<file path="config.mk">
export PLATFORM = sky130hd
export DESIGN_NAME = mul_div_unit
export DESIGN_NICKNAME = d
export VERILOG_FILES = /design/src/rtl/mul_div_unit_pkg.sv /design/src/rtl/mul_div_unit_div_step.sv /design/src/rtl/mul_div_unit.sv
export SDC_FILE = /design/constraint.sdc
export NUM_CORES = 1
export LEC_CHECK = 0
export ABC_CLOCK_PERIOD_IN_PS = 7200
export BUFFER_PORTS_ARGS = -buffer_cell sky130_fd_sc_hd__buf_2
export CELL_PAD_IN_SITES_DETAIL_PLACEMENT = 1
export CELL_PAD_IN_SITES_GLOBAL_PLACEMENT = 2
export CORE_MARGIN = 1.5
export CORE_UTILIZATION = 34
export DETAILED_ROUTE_END_ITERATION = 8
export MAX_ROUTING_LAYER = met4
export PLACE_DENSITY_LB_ADDON = 0.1
export SKIP_LAST_GASP = 1
export SYNTH_ARGS = -nofsm -noshare
export SYNTH_HDL_FRONTEND = slang
export SYNTH_HIERARCHICAL = 1
export SYNTH_SLANG_ARGS = --single-unit
export TNS_END_PERCENT = 1
</file>
<file path="constraint.sdc">
create_clock -name Clk -period 7.2 [get_ports Clk]
set_clock_uncertainty 0.1 [all_clocks]
set_input_delay 0 -clock Clk [delete_from_list [all_inputs] [get_ports Clk]]
set_output_delay 0 -clock Clk [all_outputs]
set_load 0.01 [all_outputs]
</file>
<file path="src/rtl/mul_div_unit_pkg.sv">
// Shared definitions for the multiply/divide engine that writes HiLo.
// Holds the operand width, the operation codes, the FSM state encoding and
// small op-classification helpers used by the datapath.
package mul_div_unit_pkg;

  localparam int DW = 32;

  // Operation codes presented on Op
  localparam logic [3:0] OP_MULT  = 4'd0;
  localparam logic [3:0] OP_MULTU = 4'd1;
  localparam logic [3:0] OP_DIV   = 4'd2;
  localparam logic [3:0] OP_DIVU  = 4'd3;
  localparam logic [3:0] OP_MADD  = 4'd4;
  localparam logic [3:0] OP_MADDU = 4'd5;
  localparam logic [3:0] OP_MSUB  = 4'd6;
  localparam logic [3:0] OP_MSUBU = 4'd7;
  localparam logic [3:0] OP_MTHI  = 4'd8;
  localparam logic [3:0] OP_MTLO  = 4'd9;

  // FSM state encoding
  localparam logic [2:0] ST_IDLE = 3'd0;
  localparam logic [2:0] ST_MUL  = 3'd1;
  localparam logic [2:0] ST_DIV  = 3'd2;
  localparam logic [2:0] ST_FIN  = 3'd3;
  localparam logic [2:0] ST_DONE = 3'd4;

  // Any op that needs the shift-add multiplier (plain and accumulating)
  function automatic logic op_is_mul(input logic [3:0] op);
    return op inside {OP_MULT, OP_MULTU, OP_MADD, OP_MADDU, OP_MSUB, OP_MSUBU};
  endfunction

  function automatic logic op_is_div(input logic [3:0] op);
    return op inside {OP_DIV, OP_DIVU};
  endfunction

  // Ops whose operands are two's-complement and need magnitude conversion
  function automatic logic op_is_signed(input logic [3:0] op);
    return op inside {OP_MULT, OP_DIV, OP_MADD, OP_MSUB};
  endfunction

  // Codes above MTLO are undefined: they complete but never write HiLo
  function automatic logic op_is_valid(input logic [3:0] op);
    return op <= OP_MTLO;
  endfunction

endpackage

</file>
<file path="src/rtl/mul_div_unit_div_step.sv">
// One restoring-division iteration, purely combinational.
// Shifts the next dividend bit into the partial remainder, trial-subtracts
// the divisor and keeps the difference only when it does not go negative.
// Ports:
//   rem_in  [W-1:0]  partial remainder before this step
//   dvd_bit          next dividend bit (MSB first)
//   divisor [W-1:0]  divisor magnitude
//   rem_out [W-1:0]  partial remainder after this step
//   q_bit            quotient bit produced by this step
module mul_div_unit_div_step #(
  parameter int W = 32
) (
  input  logic [W-1:0] rem_in,
  input  logic         dvd_bit,
  input  logic [W-1:0] divisor,
  output logic [W-1:0] rem_out,
  output logic         q_bit
);

  logic [W:0] shifted;

  always_comb begin
    shifted = {rem_in, dvd_bit};
    q_bit   = (shifted >= {1'b0, divisor});
    // Remainder always stays below the divisor, so W bits suffice
    rem_out = q_bit ? W'(shifted - {1'b0, divisor}) : shifted[W-1:0];
  end

endmodule

</file>
<file path="src/rtl/mul_div_unit.sv">
// Iterative multiply/divide engine and sole writer of the 2*DW HiLo register.
// A Start pulse in IDLE latches Op/A/B/HiLoCur; multiplies and divides take
// DW iterations on magnitudes, FIN applies signs / accumulation / partial
// writes, DONE presents the result with a one-cycle write enable.
// Ports:
//   Clk, Rst            clock, synchronous active-high reset
//   Start               request pulse, accepted only while Busy=0
//   Op [3:0]            operation code (see mul_div_unit_pkg)
//   A, B [DW-1:0]       rs / rt operands
//   HiLoCur [2DW-1:0]   current HiLo, sampled at accept
//   Busy                high in every non-IDLE state
//   Done                one-cycle completion pulse
//   HiLoWrEn            one-cycle HiLo write enable (not for undefined ops)
//   HiLoOut [2DW-1:0]   {Hi,Lo} result, held between operations
// Handshake: Start is a single-cycle request qualified by Busy=0; there is no
// queue, so a Start seen while Busy=1 is dropped. Done/HiLoWrEn are asserted
// together in the DONE cycle and HiLoOut is valid from then on.
module mul_div_unit
  import mul_div_unit_pkg::*;
(
  input  logic            Clk,
  input  logic            Rst,
  input  logic            Start,
  input  logic [3:0]      Op,
  input  logic [DW-1:0]   A,
  input  logic [DW-1:0]   B,
  input  logic [2*DW-1:0] HiLoCur,
  output logic            Busy,
  output logic            Done,
  output logic            HiLoWrEn,
  output logic [2*DW-1:0] HiLoOut
);

  localparam int CW = $clog2(DW);

  logic [2:0]      state;
  logic [CW-1:0]   cnt;
  logic [3:0]      op_r;
  logic [DW-1:0]   a_raw;        // unmodified A for MTHI/MTLO and div-by-zero
  logic [2*DW-1:0] hilo_cur_r;
  logic [DW-1:0]   hi_r;         // product high half / partial remainder
  logic [DW-1:0]   lo_r;         // multiplier -> product low / dividend -> quotient
  logic [DW-1:0]   opnd_r;       // multiplicand or divisor magnitude
  logic            neg_q;        // negate product or quotient in FIN
  logic            neg_r;        // negate remainder in FIN
  logic            div_zero;

  logic            sgn;
  logic [DW-1:0]   a_mag;
  logic [DW-1:0]   b_mag;
  logic [DW:0]     mul_sum;
  logic [DW-1:0]   rem_next;
  logic            q_bit;
  logic [2*DW-1:0] prod;
  logic [DW-1:0]   quo;
  logic [DW-1:0]   rem;
  logic [2*DW-1:0] fin_result;

  assign Busy     = (state != ST_IDLE);
  assign Done     = (state == ST_DONE);
  assign HiLoWrEn = Done && op_is_valid(op_r);

  // Operand magnitudes for the accept cycle
  always_comb begin
    sgn   = op_is_signed(Op);
    a_mag = (sgn && A[DW-1]) ? -A : A;
    b_mag = (sgn && B[DW-1]) ? -B : B;
  end

  // Shift-add multiply step: add multiplicand into the high half when the
  // current multiplier bit is set, then shift the whole product right.
  assign mul_sum = {1'b0, hi_r} + (lo_r[0] ? {1'b0, opnd_r} : '0);

  mul_div_unit_div_step #(.W(DW)) u_div_step (
    .rem_in  (hi_r),
    .dvd_bit (lo_r[DW-1]),
    .divisor (opnd_r),
    .rem_out (rem_next),
    .q_bit   (q_bit)
  );

  // Final result formation from the magnitude results
  always_comb begin
    prod = neg_q ? -{hi_r, lo_r} : {hi_r, lo_r};
    quo  = neg_q ? -lo_r : lo_r;
    rem  = neg_r ? -hi_r : hi_r;
    case (op_r)
      OP_MULT, OP_MULTU: fin_result = prod;
      OP_MADD, OP_MADDU: fin_result = hilo_cur_r + prod;
      OP_MSUB, OP_MSUBU: fin_result = hilo_cur_r - prod;
      OP_DIV, OP_DIVU:   fin_result = div_zero ? {a_raw, {DW{1'b1}}} : {rem, quo};
      OP_MTHI:           fin_result = {a_raw, hilo_cur_r[DW-1:0]};
      OP_MTLO:           fin_result = {hilo_cur_r[2*DW-1:DW], a_raw};
      default:           fin_result = HiLoOut;
    endcase
  end

  always_ff @(posedge Clk) begin
    if (Rst) begin
      state      <= ST_IDLE;
      cnt        <= '0;
      op_r       <= '0;
      a_raw      <= '0;
      hilo_cur_r <= '0;
      hi_r       <= '0;
      lo_r       <= '0;
      opnd_r     <= '0;
      neg_q      <= 1'b0;
      neg_r      <= 1'b0;
      div_zero   <= 1'b0;
      HiLoOut    <= '0;
    end else begin
      case (state)
        ST_IDLE: begin
          if (Start) begin
            op_r       <= Op;
            a_raw      <= A;
            hilo_cur_r <= HiLoCur;
            neg_q      <= sgn && (A[DW-1] ^ B[DW-1]);
            neg_r      <= sgn && A[DW-1];
            div_zero   <= op_is_div(Op) && (B == '0);
            cnt        <= '0;
            hi_r       <= '0;
            if (op_is_mul(Op)) begin
              lo_r   <= b_mag;
              opnd_r <= a_mag;
              state  <= ST_MUL;
            end else if (op_is_div(Op)) begin
              lo_r   <= a_mag;
              opnd_r <= b_mag;
              state  <= (B == '0) ? ST_FIN : ST_DIV;
            end else begin
              state  <= ST_FIN;
            end
          end
        end
        ST_MUL: begin
          {hi_r, lo_r} <= {mul_sum, lo_r[DW-1:1]};
          cnt          <= cnt + 1'b1;
          if (cnt == CW'(DW - 1)) state <= ST_FIN;
        end
        ST_DIV: begin
          hi_r <= rem_next;
          lo_r <= {lo_r[DW-2:0], q_bit};
          cnt  <= cnt + 1'b1;
          if (cnt == CW'(DW - 1)) state <= ST_FIN;
        end
        ST_FIN: begin
          HiLoOut <= fin_result;
          state   <= ST_DONE;
        end
        ST_DONE: state <= ST_IDLE;
        default: state <= ST_IDLE;
      endcase
    end
  end

endmodule

</file>
==> results.yml <==
routing:
  antenna_left: 0
  route.detailed.drc: 0
  drtIter0Drc: 2355
  routed_wl_mm: 125
  via_per_inst: 6.00
  firstDrtPassIters: 6
  routedWlPerCell_um: 26.9
  num_vias: 27800
outcome:
  outcome: "complete, no violations"
floorplanning:
  core_area_um2: 72800
  die_h_um: 274
  dieArea_um2: 75100
  die_x_um: 274
  ios: 202
  num_rows: 99
  initial_utilization_pct: 34.3
global_route:
  antenna_found_initial: 4
  grt_pass1_vias: 27100
  grt_pass1_wl_mm: 183
  grtUsageTotal_pct: 33.3
  grt_start_max_net_pins: 118
  grt.overflow.total: 0
sta:
  worstMarginPinSlew_ns: 1.17
  finalCritPeriodShare_pct: 93.0
  slew_headroom_pct: 21.5
  fmax_mhz: 149
  period_needed_ns: 6.70
  setup_viol: 0
  rsz0062_at_grt: "yes"
  slew_viol_final: 0
  final-hold-violation-count: 0
synth:
  synth-seq-cells: 271
  seq_area_frac_synth_pct: 21.7
  netlist_instances: 3469
  synth_flop_cell: "dfxtp_1"
  ys_warn_count: 6
  post_synth_instance_area_um2: 25000
  ys_types: 94
  synth_edf_count: 0
  async_flop_share_pct: 0
  syn_area_per_cell_um2: 7.20
  synth_nets: 3741
final_layout:
  final_nets: 3925
  fin_area_um2: 29400
  final_util_pct: 40.4
  fin_cells: 4640
  mostFrequentLayoutCells: "nand2_1, a21oi_1, nor2_1"
  area_delta_synth_final_pct: 17.7
  drive_gt1_share_pct: 11.9
  final_common_cell: "nand2_1"
  fillers: 9019
cts:
  numCtsBuffers: 38
  clock-sinks: 271
  cts_tree: "yes"
  htreeDepth: 2
  root_buffer: "clkbuf_16"
  clk_path_buf_depth: 3
  clk_pin_slew_ns: 0.06
  clkLatencyLatePin_ns: 0.58
placed_design:
  dpl.hpwl_mm: 95.1
  portBuffers: 201
  post_dp_cell_area_um2: 26800
  dpl.cell_count: 4439
  place.gp.congestion: 0.963
setup_path:
  arrival_ns: 7.07
  cp.required_ns: 7.57
  crit_type: "reg -> reg"
  crit_path_end_kind: "flip-flop"
  reg2reg_slack_ns: 0.50
  start_kind: "flip-flop"
  cp_max_fo: 8
pwr:
  p_comb_share_pct: 61.0
  p_switching_mw: 5.00
  seqPwrFrac_pct: 20.0
  p_total_mw: 10.0
  ir_drop_mv: 0.359
  powerDensity_nw_per_um2: 340
  sw_frac_of_total_pct: 50.0
  p_int_mw: 5.00
  p_leak_nw: 12.1
  clock_power_share_pct: 19.0
job:
  cap_violations: 0
min_path:
  hold_class: "in -> reg"
-- power by group through the flow --
stage	Clock [mW]	Combinational [mW]	Sequential [mW]
floorplan	0	4.44	1.79
global placement	0	5.84	2.02
detailed placement	0	5.93	2.02
CTS	1.93	6.01	1.99
global route	2.01	6.61	2.03
finish	1.90	6.10	2.00
-- synth_stat cells (20+ instances only) --
library cell	count	area (µm²)
a22oi_1	33	248
a31oi_1	29	181
clkbuf_1	227	852
a221oi_1	70	613
o211ai_1	25	188
xnor2_1	141	1230
a22o_1	39	342
nor4_1	26	163
a21oi_2	21	184
o31ai_1	29	218
or3_1	23	144
a21oi_1	350	1750
nand3_1	45	225
ha_1	134	1680
and2_1	53	332
nand4_1	46	288
nor2_1	309	1160
a21o_1	73	548
nand2b_1	36	225
dfxtp_1	271	5430
and3_1	20	125
o41ai_1	31	272
nor3_1	72	360
a211oi_1	56	420
inv_1	103	387
nand2_1	467	1750
o21ai_0	221	1110
xor2_1	177	1550
a222oi_1	31	310
-- routing by layer --
metal	GRT usage (%)	vias to the layer above	part of all wire, %
li1	-	13000	-
met1	46.9	13800	48
met2	49.4	880	43
met3	3.08	162	5.2
met4	11.4	0	3.8
met5	-	-	0
-- worst paths after layout --
path,start,cells past startpoint,end
max reg2reg,lo_r[5],24,HiLoOut[62]
max,lo_r[5],24,HiLoOut[62]
min reg2reg,HiLoOut[0],2,HiLoOut[0]
min,B[0],5,lo_r[0]
-- timing repair --
action	in CTS	in global routing
hold buffers	128	0
hold endpoints to repair	159	0
setup buffers	0	5
endpoints found under the setup margin	0	6
resized for setup	0	12
-- worst max-delay path, stage by stage, from the launching register on --
cell	delay, ns
dfxtp_1	0.40
nor4_4	0.54
buf_4	0.21
nand4_1	0.11
o41ai_1	0.35
xnor2_1	0.36
nor3_2	0.32
nand3_1	0.22
nor3_1	0.31
buf_4	0.19
nor2_1	0.05
xor2_1	0.14
ha_1	0.42
and3_1	0.25
nand3_1	0.11
and3b_1	0.27
o311ai_0	0.13
buf_4	0.18
a2111oi_1	0.46
buf_4	0.18
nand2b_1	0.17
nand3_1	0.29
o41ai_2	0.45
xnor2_1	0.10
o41ai_1	0.24
-- sequential cells by signal, summed over array words and instances, names as in the netlist, 3 cells and up --
register,cells
hi_r,32
hilo_cur_r,64
op_r,4
cnt,5
state,3
opnd_r,32
lo_r,32
HiLoOut,64
a_raw,32
-- per-stage QoR --
stage	hold slack (ns)	setup TNS, ns	setup slack [ns]
finish	0.0463	0	0.504
global route	0.0588	-0.0163	-0.0142
CTS	0.0288	0	0.228
detailed placement	0.148	0	0.240
global placement	0.139	0	0.530
floorplan	0.0360	0	1.01
-- kinds of logic (layout without fill, tap and decap cells) --
| family | after synthesis | count (layout) | share of synthesized area [%] |
|---|---|---|---|
| AOI/OAI and AO/OA | 1182 | 1182 | 31.7 |
| xor gates and xnor gates | 319 | 319 | 11.2 |
| muxes | 20 | 20 | 0.941 |
| adders and majority gates | 137 | 137 | 6.95 |
| and+or+nand+nor | 1174 | 1174 | 21.8 |
| DFF | 271 | 271 | 21.7 |
| buffers and inverters | 366 | 574 | 5.76 |
| other | 0 | 4 | 0 |
-- final cells by class --
| type | count | area, µm² | area share, % |
|---|---|---|---|
| clock buffers | 50 | 1060 | 3.59 |
| diodes | 4 | 10.0 | 0.0341 |
| flip-flops and latches | 271 | 5430 | 18.5 |
| repair buffers | 406 | 2870 | 9.77 |
| inverters | 104 | 390 | 1.33 |
| clock inverters | 14 | 148 | 0.502 |
| well taps | 959 | 1200 | 4.08 |
| multi-input cells | 2832 | 18300 | 62.2 |
No activity file was read; power rests on OpenSTA's default activity.
